`src/rtl/display_pkg.sv`:
```
// display_pkg: shared constants, FSM encoding and nibble helper for the
// display_bcd_mux slice.
//   BCD_BLANK       - code the seven-segment decoder renders as all-off
//   *_DEF           - default DATA_W / DIGITS / REFRESH_DIV
//   conv_state_e    - converter FSM encoding (IDLE=0, CONVERT=1, DONE=2)
//   add3            - double-dabble nibble correction
package display_pkg;

  localparam int DATA_W_DEF      = 8;
  localparam int DIGITS_DEF      = 3;
  localparam int REFRESH_DIV_DEF = 1000;

  localparam logic [3:0] BCD_BLANK = 4'hF;

  typedef enum logic [1:0] {
    IDLE    = 2'd0,
    CONVERT = 2'd1,
    DONE    = 2'd2
  } conv_state_e;

  // A nibble >= 5 would carry out after the next doubling, so pre-add 3.
  // Max result is 9+3=12, which still fits in 4 bits.
  function automatic logic [3:0] add3(input logic [3:0] n);
    return (n >= 4'd5) ? n + 4'd3 : n;
  endfunction

endpackage

```
`src/rtl/bin2bcd_seq.sv`:
```
// bin2bcd_seq: sequential shift-add-3 binary to BCD converter.
// Ports:
//   i_clk      clock, rising edge
//   i_rst      asynchronous active-high reset
//   i_value    binary value, captured on a load edge in IDLE
//   i_load     start strobe; ignored unless IDLE
//   o_busy     high in CONVERT and DONE
//   o_bcd_out  BCD scratch register (digit 0 in bits [3:0])
//   o_valid    high during DONE; the edge that leaves DONE is the edge the
//              result is final, so consumers capture o_bcd_out on it
module bin2bcd_seq
  import display_pkg::*;
#(
  parameter int DATA_W = DATA_W_DEF,
  parameter int DIGITS = DIGITS_DEF
) (
  input  logic                  i_clk,
  input  logic                  i_rst,
  input  logic [DATA_W-1:0]     i_value,
  input  logic                  i_load,
  output logic                  o_busy,
  output logic [4*DIGITS-1:0]   o_bcd_out,
  output logic                  o_valid
);

  localparam int CNT_W = $clog2(DATA_W + 1);

  conv_state_e             r_state, w_state_nxt;
  logic [DATA_W-1:0]       r_bin;
  logic [4*DIGITS-1:0]     r_scr;
  logic [4*DIGITS-1:0]     w_scr_adj;
  logic [CNT_W-1:0]        r_cnt;

  always_ff @(posedge i_clk or posedge i_rst) begin
    if (i_rst) r_state <= IDLE;
    else       r_state <= w_state_nxt;
  end

  always_comb begin
    w_state_nxt = r_state;
    case (r_state)
      IDLE:    if (i_load) w_state_nxt = CONVERT;
      // Counter still holds 1 on the last shift edge.
      CONVERT: if (r_cnt == CNT_W'(1)) w_state_nxt = DONE;
      DONE:    w_state_nxt = IDLE;
      default: w_state_nxt = IDLE;
    endcase
  end

  always_comb begin
    w_scr_adj = r_scr;
    for (int d = 0; d < DIGITS; d++)
      w_scr_adj[4*d +: 4] = add3(r_scr[4*d +: 4]);
  end

  always_ff @(posedge i_clk or posedge i_rst) begin
    if (i_rst) begin
      r_bin <= '0;
      r_scr <= '0;
      r_cnt <= '0;
    end else begin
      case (r_state)
        IDLE: if (i_load) begin
          r_bin <= i_value;
          r_scr <= '0;
          r_cnt <= CNT_W'(DATA_W);
        end
        CONVERT: begin
          // {scratch, binary} shifts left as one register.
          r_scr <= {w_scr_adj[4*DIGITS-2:0], r_bin[DATA_W-1]};
          r_bin <= {r_bin[DATA_W-2:0], 1'b0};
          r_cnt <= r_cnt - 1'b1;
        end
        default: ;
      endcase
    end
  end

  assign o_busy    = (r_state != IDLE);
  assign o_valid   = (r_state == DONE);
  assign o_bcd_out = r_scr;

endmodule

```
`src/rtl/display_bcd_mux.sv`:
```
// display_bcd_mux: converts a binary value to BCD and time-multiplexes the
// digits onto one 4-bit bus for a shared seven-segment decoder.
// Ports:
//   i_clk        clock, rising edge
//   i_rst        asynchronous active-high reset
//   i_value      binary value to display
//   i_load       single-cycle strobe: capture i_value, start conversion
//   o_busy       conversion in progress (loads dropped while high)
//   o_bcd        currently selected digit (BCD_BLANK when blanked)
//   o_digit_en   one-hot digit enable, bit 0 = ones
// Build option: define LEADING_ZERO_BLANK_EN to blank leading zero digits
// (ones digit never blanked). Default build shows every digit.
module display_bcd_mux
  import display_pkg::*;
#(
  parameter int DATA_W      = DATA_W_DEF,
  parameter int DIGITS      = DIGITS_DEF,
  parameter int REFRESH_DIV = REFRESH_DIV_DEF
) (
  input  logic                i_clk,
  input  logic                i_rst,
  input  logic [DATA_W-1:0]   i_value,
  input  logic                i_load,
  output logic                o_busy,
  output logic [3:0]          o_bcd,
  output logic [DIGITS-1:0]   o_digit_en
);

  localparam int REF_W = (REFRESH_DIV > 1) ? $clog2(REFRESH_DIV) : 1;
  localparam int IDX_W = (DIGITS > 1) ? $clog2(DIGITS) : 1;

  logic [4*DIGITS-1:0]     w_scr;
  logic                    w_valid;
  logic [DIGITS-1:0][3:0]  r_disp;
  logic [DIGITS-1:0][3:0]  w_shown;
  logic [REF_W-1:0]        r_ref;
  logic [IDX_W-1:0]        r_idx, w_idx_nxt;
  logic                    w_ref_tc;
  logic [3:0]              r_bcd;
  logic [DIGITS-1:0]       r_en;

  bin2bcd_seq #(.DATA_W(DATA_W), .DIGITS(DIGITS)) u_conv (
    .i_clk     (i_clk),
    .i_rst     (i_rst),
    .i_value   (i_value),
    .i_load    (i_load),
    .o_busy    (o_busy),
    .o_bcd_out (w_scr),
    .o_valid   (w_valid)
  );

  // All digits updated on one edge so a half-new value is never shown.
  always_ff @(posedge i_clk or posedge i_rst) begin
    if (i_rst)        r_disp <= '0;
    else if (w_valid) r_disp <= w_scr;
  end

  always_comb begin
    w_shown = r_disp;
`ifdef LEADING_ZERO_BLANK_EN
    begin
      logic v_lead;
      v_lead = 1'b1;
      // Walk down from the top digit; blank while everything above is zero.
      for (int d = DIGITS - 1; d >= 1; d--) begin
        v_lead = v_lead && (r_disp[d] == 4'd0);
        if (v_lead) w_shown[d] = BCD_BLANK;
      end
    end
`endif
  end

  always_comb begin
    w_ref_tc  = (r_ref == REF_W'(REFRESH_DIV - 1));
    w_idx_nxt = r_idx;
    if (w_ref_tc)
      w_idx_nxt = (r_idx == IDX_W'(DIGITS - 1)) ? '0 : r_idx + 1'b1;
  end

  // Outputs are registered from the next index so bcd and digit_en move
  // together; a fresh display value shows up one cycle after it lands.
  always_ff @(posedge i_clk or posedge i_rst) begin
    if (i_rst) begin
      r_ref <= '0;
      r_idx <= '0;
      r_bcd <= '0;
      r_en  <= DIGITS'(1);
    end else begin
      r_ref <= w_ref_tc ? '0 : r_ref + 1'b1;
      r_idx <= w_idx_nxt;
      r_bcd <= w_shown[w_idx_nxt];
      r_en  <= DIGITS'(1) << w_idx_nxt;
    end
  end

  assign o_bcd      = r_bcd;
  assign o_digit_en = r_en;

endmodule

```
`config.mk`:
```
export PLATFORM = sky130hd
export DESIGN_NAME = display_bcd_mux
export DESIGN_NICKNAME = d
export VERILOG_FILES = /design/src/rtl/display_pkg.sv /design/src/rtl/bin2bcd_seq.sv /design/src/rtl/display_bcd_mux.sv
export SDC_FILE = /design/constraint.sdc
export NUM_CORES = 1
export LEC_CHECK = 0
export ABC_AREA = 1
export BUFFER_PORTS_ARGS = -buffer_cell sky130_fd_sc_hd__buf_2
export CORE_UTILIZATION = 45
export DETAILED_ROUTE_END_ITERATION = 16
export HOLD_SLACK_MARGIN = 0.06
export PLACE_DENSITY = 0.65
export RECOVER_POWER = 25
export SYNTH_ARGS = -nofsm -noshare
export SYNTH_HDL_FRONTEND = slang
export SYNTH_SLANG_ARGS = --single-unit
```
`constraint.sdc`:
```
create_clock -name i_clk -period 2.63 [get_ports i_clk]
set_clock_uncertainty 0.1 [all_clocks]
set_input_delay 0.526 -clock i_clk [delete_from_list [all_inputs] [get_ports i_clk]]
set_output_delay 0.526 -clock i_clk [all_outputs]
set_load 0.02 [all_outputs]
```
== Yosys cells after proc, flatten, opt, wreduce, memory -nomap -nowiden ==
Index checks and enable logic that the tools add are counted.
Cells by class
  mux-type cells: 17
  reduce and logical (&&, ||, !) cells: 5
  $add $sub $neg: 6
  equal/unequal tests: 7
  shifts and indexed selects: 1
  order comparisons: 4
Operators with widths (count)
  12-bit one-hot mux with 2 select lines: 1
  4-bit two-way mux: 4
  8-bit one-hot mux with 2 select lines: 1
  4-bit by 3-bit greater-or-equal comparator with 1-bit output (second input constant): 3
  12-bit two-way mux: 1
  10-bit by 1-bit adder with 10-bit output (second input constant): 1
  10-bit == test (second input constant): 1
  10-bit two-way mux: 1
  4-bit by 2-bit adder with 4-bit output (second input constant): 2
  4-bit binary-select mux with 2-bit select: 1
  2-bit two-way mux: 4
  8-bit two-way mux: 1
  4-bit one-hot mux with 2 select lines: 1
  2-bit == test (second input constant): 2
  4-bit by 1-bit == test with 1-bit output (second input constant): 1
  2-bit one-hot mux with 2 select lines: 1
  2-bit AND reduction: 2
  2-bit nonzero test: 2
  4-bit by 1-bit subtractor with 4-bit output (second input constant): 1
  3-bit by 2-bit adder with 3-bit output (second input constant): 1
  2-bit by 3-bit < comparator with 1-bit output (second input constant): 1
  3-bit two-way mux: 1
  1-bit by 2-bit left shift with 3-bit output (first input constant): 1
  2-bit by 1-bit adder with 2-bit output (second input constant): 1
  other kinds (4): 4
Storage, ports and cells
  register bits after elaboration: 57
  logic and storage cells: 51
  bits of input ports: 11
  output and inout port bits: 8

== Longest topological paths before layout ==
Gate-level depths: netlist of run 1.
  depth after elaboration: 5
  mapped depth: 10

== Hierarchy ==
Synthesis of run 1 repeated with hierarchy kept, for this count alone.
Unflattened totals
  cell total of the unflattened synthesis: 310
  area, all modules: 2762.6 sq um
By module, submodules not included
  bin2bcd_seq: seq. area each 650.6 sq um, area an instance 1390.1 sq um, cells an instance 175, instances 1
  display_bcd_mux: seq. area each 777.0 sq um, area an instance 1372.6 sq um, cells an instance 135, instances 1

== Worst setup path after synthesis of run 1 ==
No wires, ideal clock.
  path kind: reg-to-reg
  start point: register r_ref[0]
  end point: register r_bcd[0] (netlist: o_bcd[0])
  arrival time: 1.280 ns
  path buffers: 0
  cell stages (with the launch flop): 9
  slack: 1.134 ns
  data required time: 2.414 ns
  setup time: 0.116 ns
  path through: dfrtp_1 > ha_1 > nand2_2 > nor2_4 > nand3_4 > o21ai_4 > inv_2 > nand2_1 > nand2_1
Between the ends
  longest elaborated chain between the ends: 4
Ends and longest elaborated chain
  start: declaration: line display_bcd_mux.sv:36  | logic [REF_W-1:0] r_ref;
  start signal: assignment: line display_bcd_mux.sv:89  | r_ref <= w_ref_tc ? '0 : r_ref + 1'b1;
  10-bit == test: line display_bcd_mux.sv:74  | w_ref_tc = (r_ref == REF_W'(REFRESH_DIV - 1));
  2-bit two-way mux: line display_bcd_mux.sv:76  | if (w_ref_tc)
  via w_idx_nxt[1]: line display_bcd_mux.sv:37  | logic [IDX_W-1:0] r_idx, w_idx_nxt;
  4-bit binary-select mux with 2-bit select: line display_bcd_mux.sv:91  | r_bcd <= w_shown[w_idx_nxt];
  4-bit two-way mux (implied by the code): line display_bcd_mux.sv:91
  end signal: assignment: line display_bcd_mux.sv:91
  end: declaration: line display_bcd_mux.sv:39  | logic [3:0] r_bcd;
The timed path passes the listed nets, and every way through them passes these cells. The select of a mux whose other input is x is not followed.
A chain may end at the register's enable or synchronous reset.

== Final worst setup path of run 1 ==
  start point: register u_conv.r_state[0]
  end point: register u_conv.r_bin[3]
Between the ends
  longest elaborated chain between the ends: 3
  elaborated cells between the ends (all ways): 6
Ends and longest elaborated chain
  start: declaration: line bin2bcd_seq.sv:28  | conv_state_e r_state, w_state_nxt;
  start signal: assignment: line bin2bcd_seq.sv:36  | else r_state <= w_state_nxt;
  2-bit by 1-bit == test with 1-bit output / 2-bit logical NOT (equally long branches): line bin2bcd_seq.sv:62  | case (r_state)
  2-bit nonzero test (no source line) / 2-bit inequality test (equally long branches)
  2-bit AND reduction (no source line)
  end signal: assignment: line bin2bcd_seq.sv:64  | r_bin <= i_value;
  end signal: assignment: line bin2bcd_seq.sv:71  | r_bin <= {r_bin[DATA_W-2:0], 1'b0};
  end: declaration: line bin2bcd_seq.sv:29  | logic [DATA_W-1:0] r_bin;
Parallel ways exist; a longest one is shown, timed or not.

==> results of run 1 <==
[cells by family (layout without fill, tap and decap cells)]
logic type	Yosys count	after routing	share of synthesized area (%)
AO/OA/AOI/OAI	67	67	14.0
XOR/XNOR	1	1	0.328
adder cells (fa/ha/maj)	9	9	4.21
buffers and inverters	46	75	6.84
flip-flops	57	57	53.4
AND/OR/NAND/NOR	123	123	21.2
[power by group through the flow]
| stage | Combinational [mW] | Clock (mW) | Sequential (mW) |
|---|---|---|---|
| after global placement | 1.18 | 0 | 1.36 |
| after floorplan | 0.919 | 0 | 1.37 |
| final | 1.19 | 0.790 | 1.35 |
| after CTS | 1.21 | 0.812 | 1.35 |
| after detailed placement | 1.21 | 0 | 1.37 |
| after global routing | 1.41 | 0.854 | 1.39 |
[sequential cells by signal, summed over array words and instances, names as in the netlist]
name              count
r_disp               12
u_conv.o_bcd_out     12
u_conv.r_state        2
r_ref                10
r_idx                 2
u_conv.r_bin          8
o_digit_en            3
u_conv.r_cnt          4
o_bcd                 4
[final cells by class]
class	instances	area share, %
clock buffers	13	5.90
repair buffers	21	3.63
multi-input cells	200	35.0
well taps	72	2.97
flip-flops and latches	57	47.1
clock inverters	3	0.742
inverters	38	4.70
[tightest hold or removal path, stage by stage]
cell and delay (ns):
buf_2 0.08, nand3_1 0.06, nand2_1 0.07
[synthesized netlist by cell type (3+ instances only)]
library cell / number / area, um^2
nor2_1: 23 / 86.3
o21ai_0: 43 / 215
dfrtp_1: 56 / 1400
or2_2: 3 / 18.8
inv_1: 35 / 131
o22ai_1: 6 / 37.5
o211ai_1: 4 / 30.0
nand3_1: 22 / 110
inv_2: 3 / 11.3
nor3_1: 4 / 20.0
nand2_1: 60 / 225
clkbuf_1: 4 / 15.0
ha_1: 9 / 113
a21oi_1: 12 / 60.1
[final timing paths]
kind                                   startpoint           endpoint  slack (ns)  depth (start not counted)
worst max-delay path            u_conv.r_state[0]    u_conv.r_bin[3]        0.75                          7
worst min-delay path                   i_value[0]    u_conv.r_bin[0]        0.34                          3
worst max register to register  u_conv.r_state[0]    u_conv.r_bin[3]        0.75                          7
worst min register to register           r_ref[0]           r_ref[0]        0.36                          1
max in group asynchronous                   i_rst  u_conv.r_state[0]        1.06                          3
min in group asynchronous                   i_rst           r_ref[0]        0.53                          3
[stage by stage]
step | area, um^2 | hold WS [ns] | std cells
2_1_floorplan | 2670 | 0.333 | 303
3_3_place_gp | 2840 | 0.352 | 388
3_5_place_dp | 2840 | 0.355 | 388
4_1_cts | 3040 | 0.302 | 404
5_1_grt | 3030 | 0.349 | 404
6_report | 3030 | 0.338 | 404
[routing by layer]
metal,vias up,track usage [%],wire length (um)
met5,-,0,0
met1,901,22.7,2320
met3,6,5.86,179
met2,30,28.7,2100
li1,1048,-,-
met4,0,7.64,81
==> results by group, run 1 <==
Timing
  • Slew headroom: 9.72%
  • Max Fclk: 0.533 GHz
  • RSZ-0062 raised after global routing: no
  • Finish-stage setup viols: 0
  • Minimum clock period after layout: 1.88 ns
  • Worst Tran Pin Value: 1.35 ns
  • Worst Slack Setup Final: 0.753 ns
  • Final Cycle Share: 71.4%
  • Setup_tns: 0 ns
  • Fin. max-slew vios: 0
  • Hold Fails Final Rpt: 0

Logic synthesis
  • Yosys warnings: 0
  • Fraction of registers with async set or reset after synthesis: 100%
  • Synthesized cell area: 2670 um^2
  • Cell variety after synth: 27
  • Synth Net Count: 323
  • Syn Area/Cell: 8.82 um^2
  • EDFF count, synth: 0
  • Mapped Cells: 303
  • Top_reg_cell synth: dfrtp_1
  • Sequential element share of the synthesized area: 53.4%
  • Synth Register Bits: 57

Global routing
  • First-pass GRT wire length: 8550 um
  • Grt ovf: 0
  • Vias in the first global route: 1937
  • Largest net degree at the start of global routing: 58
  • GRT Total Usage: 18.1%
  • Initial antenna violation count: 0

Setup path
  • Crit Path Class: reg2reg
  • CP bufs+invs: 3
  • CP max-delay cell: dfrtp_1
  • Worst Setup Start Kind: flop
  • Crit path max-delay family: buffers and inverters
  • Crit-path cells: inv_1, nor2_1, inv_1, nand2_1, buf_4, o211ai_1, o21ai_0
  • Req. time, crit path: 2.74 ns
  • Max stage delay on crit path: 0.39 ns
  • Most frequent CP cell: inv_1
  • Crit path DAT: 1.99 ns
  • CP Capture Type: flop
  • Peak fanout along the critical path: 16

Run status
  • Outcome: finished clean

Clock network
  • Htree depth: 3
  • CTS buffer count: 9
  • Clock sink count: 57
  • Clk slew on worst S/H paths: 0.07 ns
  • Post-CTS Repair Setup Buffers: 0
  • Worst skew pair latency: 0.33 ns
  • CTS root buf: clkbuf_8
  • Hold Buf Count CTS: 0
  • CTS tree: built
  • Resized Gates After CTS: 0
  • Max Root-Sink Buffers: 2

Layout
  • Most frequent cells in the layout: nand2_1 (60), dfrtp_1 (56), o21ai_0 (43), inv_1 (35), nor2_1 (23)
  • Nets@finish: 347
  • Most common cell after layout, fill and taps aside: nand2_1
  • Sequential Area: 1430 um^2
  • Finished Core Util: 54.1%
  • # fillers: 557
  • Layout area overhead: 13.5%
  • Antenna diode count: 0
  • Multi-input combinational cell area: 1060 um^2
  • Share of cells above drive strength 1: 16.3%

Floorplanning
  • Die X: 79.1 um
  • Die height: 79.1 um
  • Top Ports: 19
  • Full die area: 6250 um^2
  • Cell Rows: 27
  • Initial Utilization: 47.7%
  • Core area: 5610 um^2

Routing
  • DR vias: 1985
  • Vias per cell: 4.91
  • WL per Instance: 11.6 um
  • Initial DRC Count: 99
  • TritonRoute pass-1 iters: 4
  • Residual DRC count: 0
  • WL final: 4680 um
  • Post-route ant nets: 0

Power
  • Design Power: 3.33 mW
  • Internal power: 2.08 mW
  • Clock power share: 23.7%
  • Switch Pwr: 1.25 mW
  • Combinational power share: 35.7%
  • Sw frac: 37.5%
  • Pwr per Cell Area: 1100 nW/um^2
  • Worst vdd ir: 0.615 mV
  • Static leakage: 1.50 nW
  • Seq pwr share: 40.6%

Place
  • Buffers on Ports: 18
  • Worst slack, placed: 0.714 ns
  • Final GP Congestion: 0.749
  • HPWL Detailed: 3250 um

Run
  • Max cap viols: 0

Min path
  • Worst hold path class: in2reg
Power figures use the tool's default switching activity.
==> inputs of run 2 (changes only) <==
ABC_AREA = 0   (was 1)
PLACE_DENSITY = 0.68   (was 0.65)
clock period = 1.57 ns   (was 2.63 ns; I/O delays follow)
==> results by group, run 2 <==
Logic synthesis
  • Area contributors post-synth: dfrtp_1 (49%), o21ai_0 (4.4%), ha_1 (4.0%), nand2_1 (3.7%), mux2_2 (3.6%) (was dfrtp_1 (52%), nand2_1 (8.4%), o21ai_0 (8.1%), inv_1 (4.9%), ha_1 (4.2%))
  • Yosys warnings: 0 (unchanged)
  • Cell variety after synth: 56 (was 27)
  • Top_reg_cell synth: dfrtp_1 (unchanged)
  • Synth area leader: dfrtp_1 (unchanged)
  • Fraction of registers with async set or reset after synthesis: 100% (unchanged)
  • Syn Area/Cell: 10.6 um^2 (was 8.82 um^2)
  • Most common cell in the netlist: dfrtp_1 (was nand2_1)
  • Synth Register Bits: 57 (unchanged)
  • Synth Net Count: 288 (was 323)
  • Synthesized cell area: 2840 um^2 (was 2670 um^2)
  • Mapped Cells: 268 (was 303)
  • Synth top cells by count: dfrtp_1 (56), nand2_1 (28), o21ai_0 (25), inv_1 (13), nor2_1 (13) (was nand2_1 (60), dfrtp_1 (56), o21ai_0 (43), inv_1 (35), nor2_1 (23))
  • Sequential element share of the synthesized area: 50.3% (was 53.4%)
  • Synth top area share: 49.4% (was 52.4%)
  • EDFF count, synth: 0 (unchanged)

Power
  • Pwr per Cell Area: 1540 nW/um^2 (was 1100 nW/um^2)
  • Worst vdd ir: 1.08 mV (was 0.615 mV)
  • Design Power: 5.68 mW (was 3.33 mW)
  • Static leakage: 1.65 nW (was 1.50 nW)

Clock network
  • CTS tree: built (unchanged)
  • Max Root-Sink Buffers: 2 (unchanged)
  • Clk slew on worst S/H paths: 0.07 ns (about the same)
  • Htree depth: 3 (unchanged)
  • CTS buffer count: 9 (unchanged)
  • Clock sink count: 57 (unchanged)
  • Worst skew pair latency: 0.33 ns (about the same)
  • CTS root buf: clkbuf_8 (unchanged)

Routing
  • Post-route ant nets: 0 (unchanged)
  • WL final: 6240 um (was 4680 um)
  • TritonRoute pass-1 iters: 4 (unchanged)
  • Residual DRC count: 0 (unchanged)
  • DR vias: 2283 (was 1985)
  • Vias per cell: 5.51 (was 4.91)
  • WL per Instance: 15.1 um (was 11.6 um)
  • Initial DRC Count: 96 (was 99)

Setup path
  • Crit-path cells: or3b_4, nor3_4, mux2_4, a221o_1 (was inv_1, nor2_1, inv_1, nand2_1, buf_4, o211ai_1, o21ai_0)
  • Max stage delay on crit path: 0.41 ns (was 0.39 ns)
  • Worst Setup Start Kind: flop (unchanged)
  • Req. time, crit path: 1.69 ns (was 2.74 ns)
  • CP Capture Type: flop (unchanged)
  • Crit path DAT: 1.96 ns (was 1.99 ns)
  • Peak fanout along the critical path: 2 (was 16)
  • CP max-delay cell: or3b_4 (was dfrtp_1)
  • Crit Path Class: reg2reg (unchanged)

Timing
  • Finish-stage setup viols: 7 (was 0)
  • RSZ-0062 raised after global routing: yes (was no)
  • Final Cycle Share: 118% (was 71.4%)
  • Hold Fails Final Rpt: 0 (unchanged)
  • Fin. max-slew vios: 0 (unchanged)
  • Hold WS: 0.122 ns (was 0.338 ns)
  • Slew headroom: 69.3% (was 9.72%)
  • Worst Tran Pin Value: 0.460 ns (was 1.35 ns)
  • Max Fclk: 0.541 GHz (was 0.533 GHz)
  • Worst Slack Setup Final: -0.278 ns (was 0.753 ns)
  • Minimum clock period after layout: 1.85 ns (was 1.88 ns)

Global routing
  • Largest net degree at the start of global routing: 23 (was 58)
  • Grt ovf: 0 (unchanged)
  • Initial antenna violation count: 0 (unchanged)
  • GRT Total Usage: 20.7% (was 18.1%)
  • First-pass GRT wire length: 10300 um (was 8550 um)
  • Vias in the first global route: 2208 (was 1937)

Floorplanning
  • Initial Utilization: 47.4% (was 47.7%)
  • Top Ports: 19 (unchanged)
  • Full die area: 6630 um^2 (was 6250 um^2)
  • Cell Rows: 28 (was 27)
  • Core area: 5990 um^2 (was 5610 um^2)
  • Die X: 81.4 um (was 79.1 um)
  • Die height: 81.4 um (was 79.1 um)

Place
  • Final GP Congestion: 0.826 (was 0.749)
  • Buffers on Ports: 18 (unchanged)
  • Worst slack, placed: -0.285 ns (was 0.714 ns)
  • HPWL Detailed: 4100 um (was 3250 um)
  • Placed insts: 388 (unchanged)

Layout
  • Nets@finish: 354 (was 347)
  • # fillers: 490 (was 557)
  • Most common cell after layout, fill and taps aside: dfrtp_1 (was nand2_1)
  • Most frequent cells in the layout: dfrtp_1 (54), buf_4 (45), nand2_1 (27), o21ai_0 (23), buf_2 (16) (was nand2_1 (60), dfrtp_1 (56), o21ai_0 (43), inv_1 (35), nor2_1 (23))
  • Antenna diode count: 0 (unchanged)
  • Layout area overhead: 29.6% (was 13.5%)
  • Finished Core Util: 61.4% (was 54.1%)
  • Share of cells above drive strength 1: 39.8% (was 16.3%)
  • Final Non-Filler Cells: 414 (was 404)

Min path
  • Worst hold path class: in2reg (unchanged)

Run status
  • Outcome: finished with violations (was finished clean)
  • Failing checks: negative setup slack

Run
  • Max cap viols: 0 (unchanged)
==> run 2: cell count changes after synthesis, moves of 6 or more <==
cell and delta:
xnor2_1 +8, a22oi_1 +6, nand2_1 -32, o21ai_0 -18, nor2_1 -10, mux2_2 +9, nand3_1 -15, inv_1 -22
nand2b_1 +8
==> run 2: layout make-up <==
type	count	area [um^2]	share of cell area, %
clock inverter	5	53.8	1.46
sequential	57	1430	38.9
tap	75	93.8	2.55
timing repair buffer	68	487	13.2
clock buffer	11	151	4.12
multi-input combinational	184	1410	38.2
inverter	14	56.3	1.53
==> run 2: critical path, delay by kind of cell, from the launching register on <==
kind            cells  cell delay, ns
simple gates        2            0.58
flops               1            0.37
compound gates      1            0.35
mux                 1            0.32
==> run 2: kinds of logic after synthesis <==
family	count (synthesis)	synth area share (%)
AO/OA/AOI/OAI	73	17.8
multiplexers	11	4.28
AND/OR/NAND/NOR	81	15.9
flip-flops	57	50.3
adder cells (fa/ha/maj)	9	3.97
XOR/XNOR	10	3.09
buffers and inverters	27	4.67
==> run 2: final timing paths <==
kind,startpoint,endpoint,slack [ns],cells past startpoint
max,r_ref[3],o_bcd[2],-0.28,4
min,i_value[0],u_conv.r_bin[0],0.12,3
max reg2reg,r_ref[3],o_bcd[2],-0.28,4
min reg2reg,r_disp[8],r_disp[8],0.38,2
max in group asynchronous,i_rst,o_digit_en[0],0.19,4
min in group asynchronous,i_rst,r_disp[0],0.44,3
==> run 2: layer usage <==
layer | vias up | wire length [um] | GRT usage, %
met2 | 51 | 3090 | 33.5
li1 | 1103 | - | -
met1 | 1123 | 2840 | 26.9
met4 | 0 | 51 | 6.96
met5 | - | 0 | 0
met3 | 6 | 258 | 5.33
==> run 2: power by group <==
group          switching (mW)  total (mW)  internal, mW
combinational            1.04        2.09          1.05
sequential              0.313        2.18          1.87
clock                   0.598        1.41         0.813
total                    1.95        5.68          3.73
==> run 2: metrics by stage <==
stage	setup TNS (ns)	instance area (um^2)
2_1_floorplan	-0.383	2850
3_3_place_gp	-0.597	3270
3_5_place_dp	-0.878	3270
5_1_grt	-1.21	3680
4_1_cts	-0.657	3560
6_report	-0.738	3680
==> run 2: timing repair <==
item / CTS / global route
hold buffers: 1 / 0
resized for setup: 13 / 28
hold endpoints to repair: 18 / 0
endpoints found under the setup margin: 16 / 33
buffers inserted: 5 / 4
pin swaps: 1 / 5
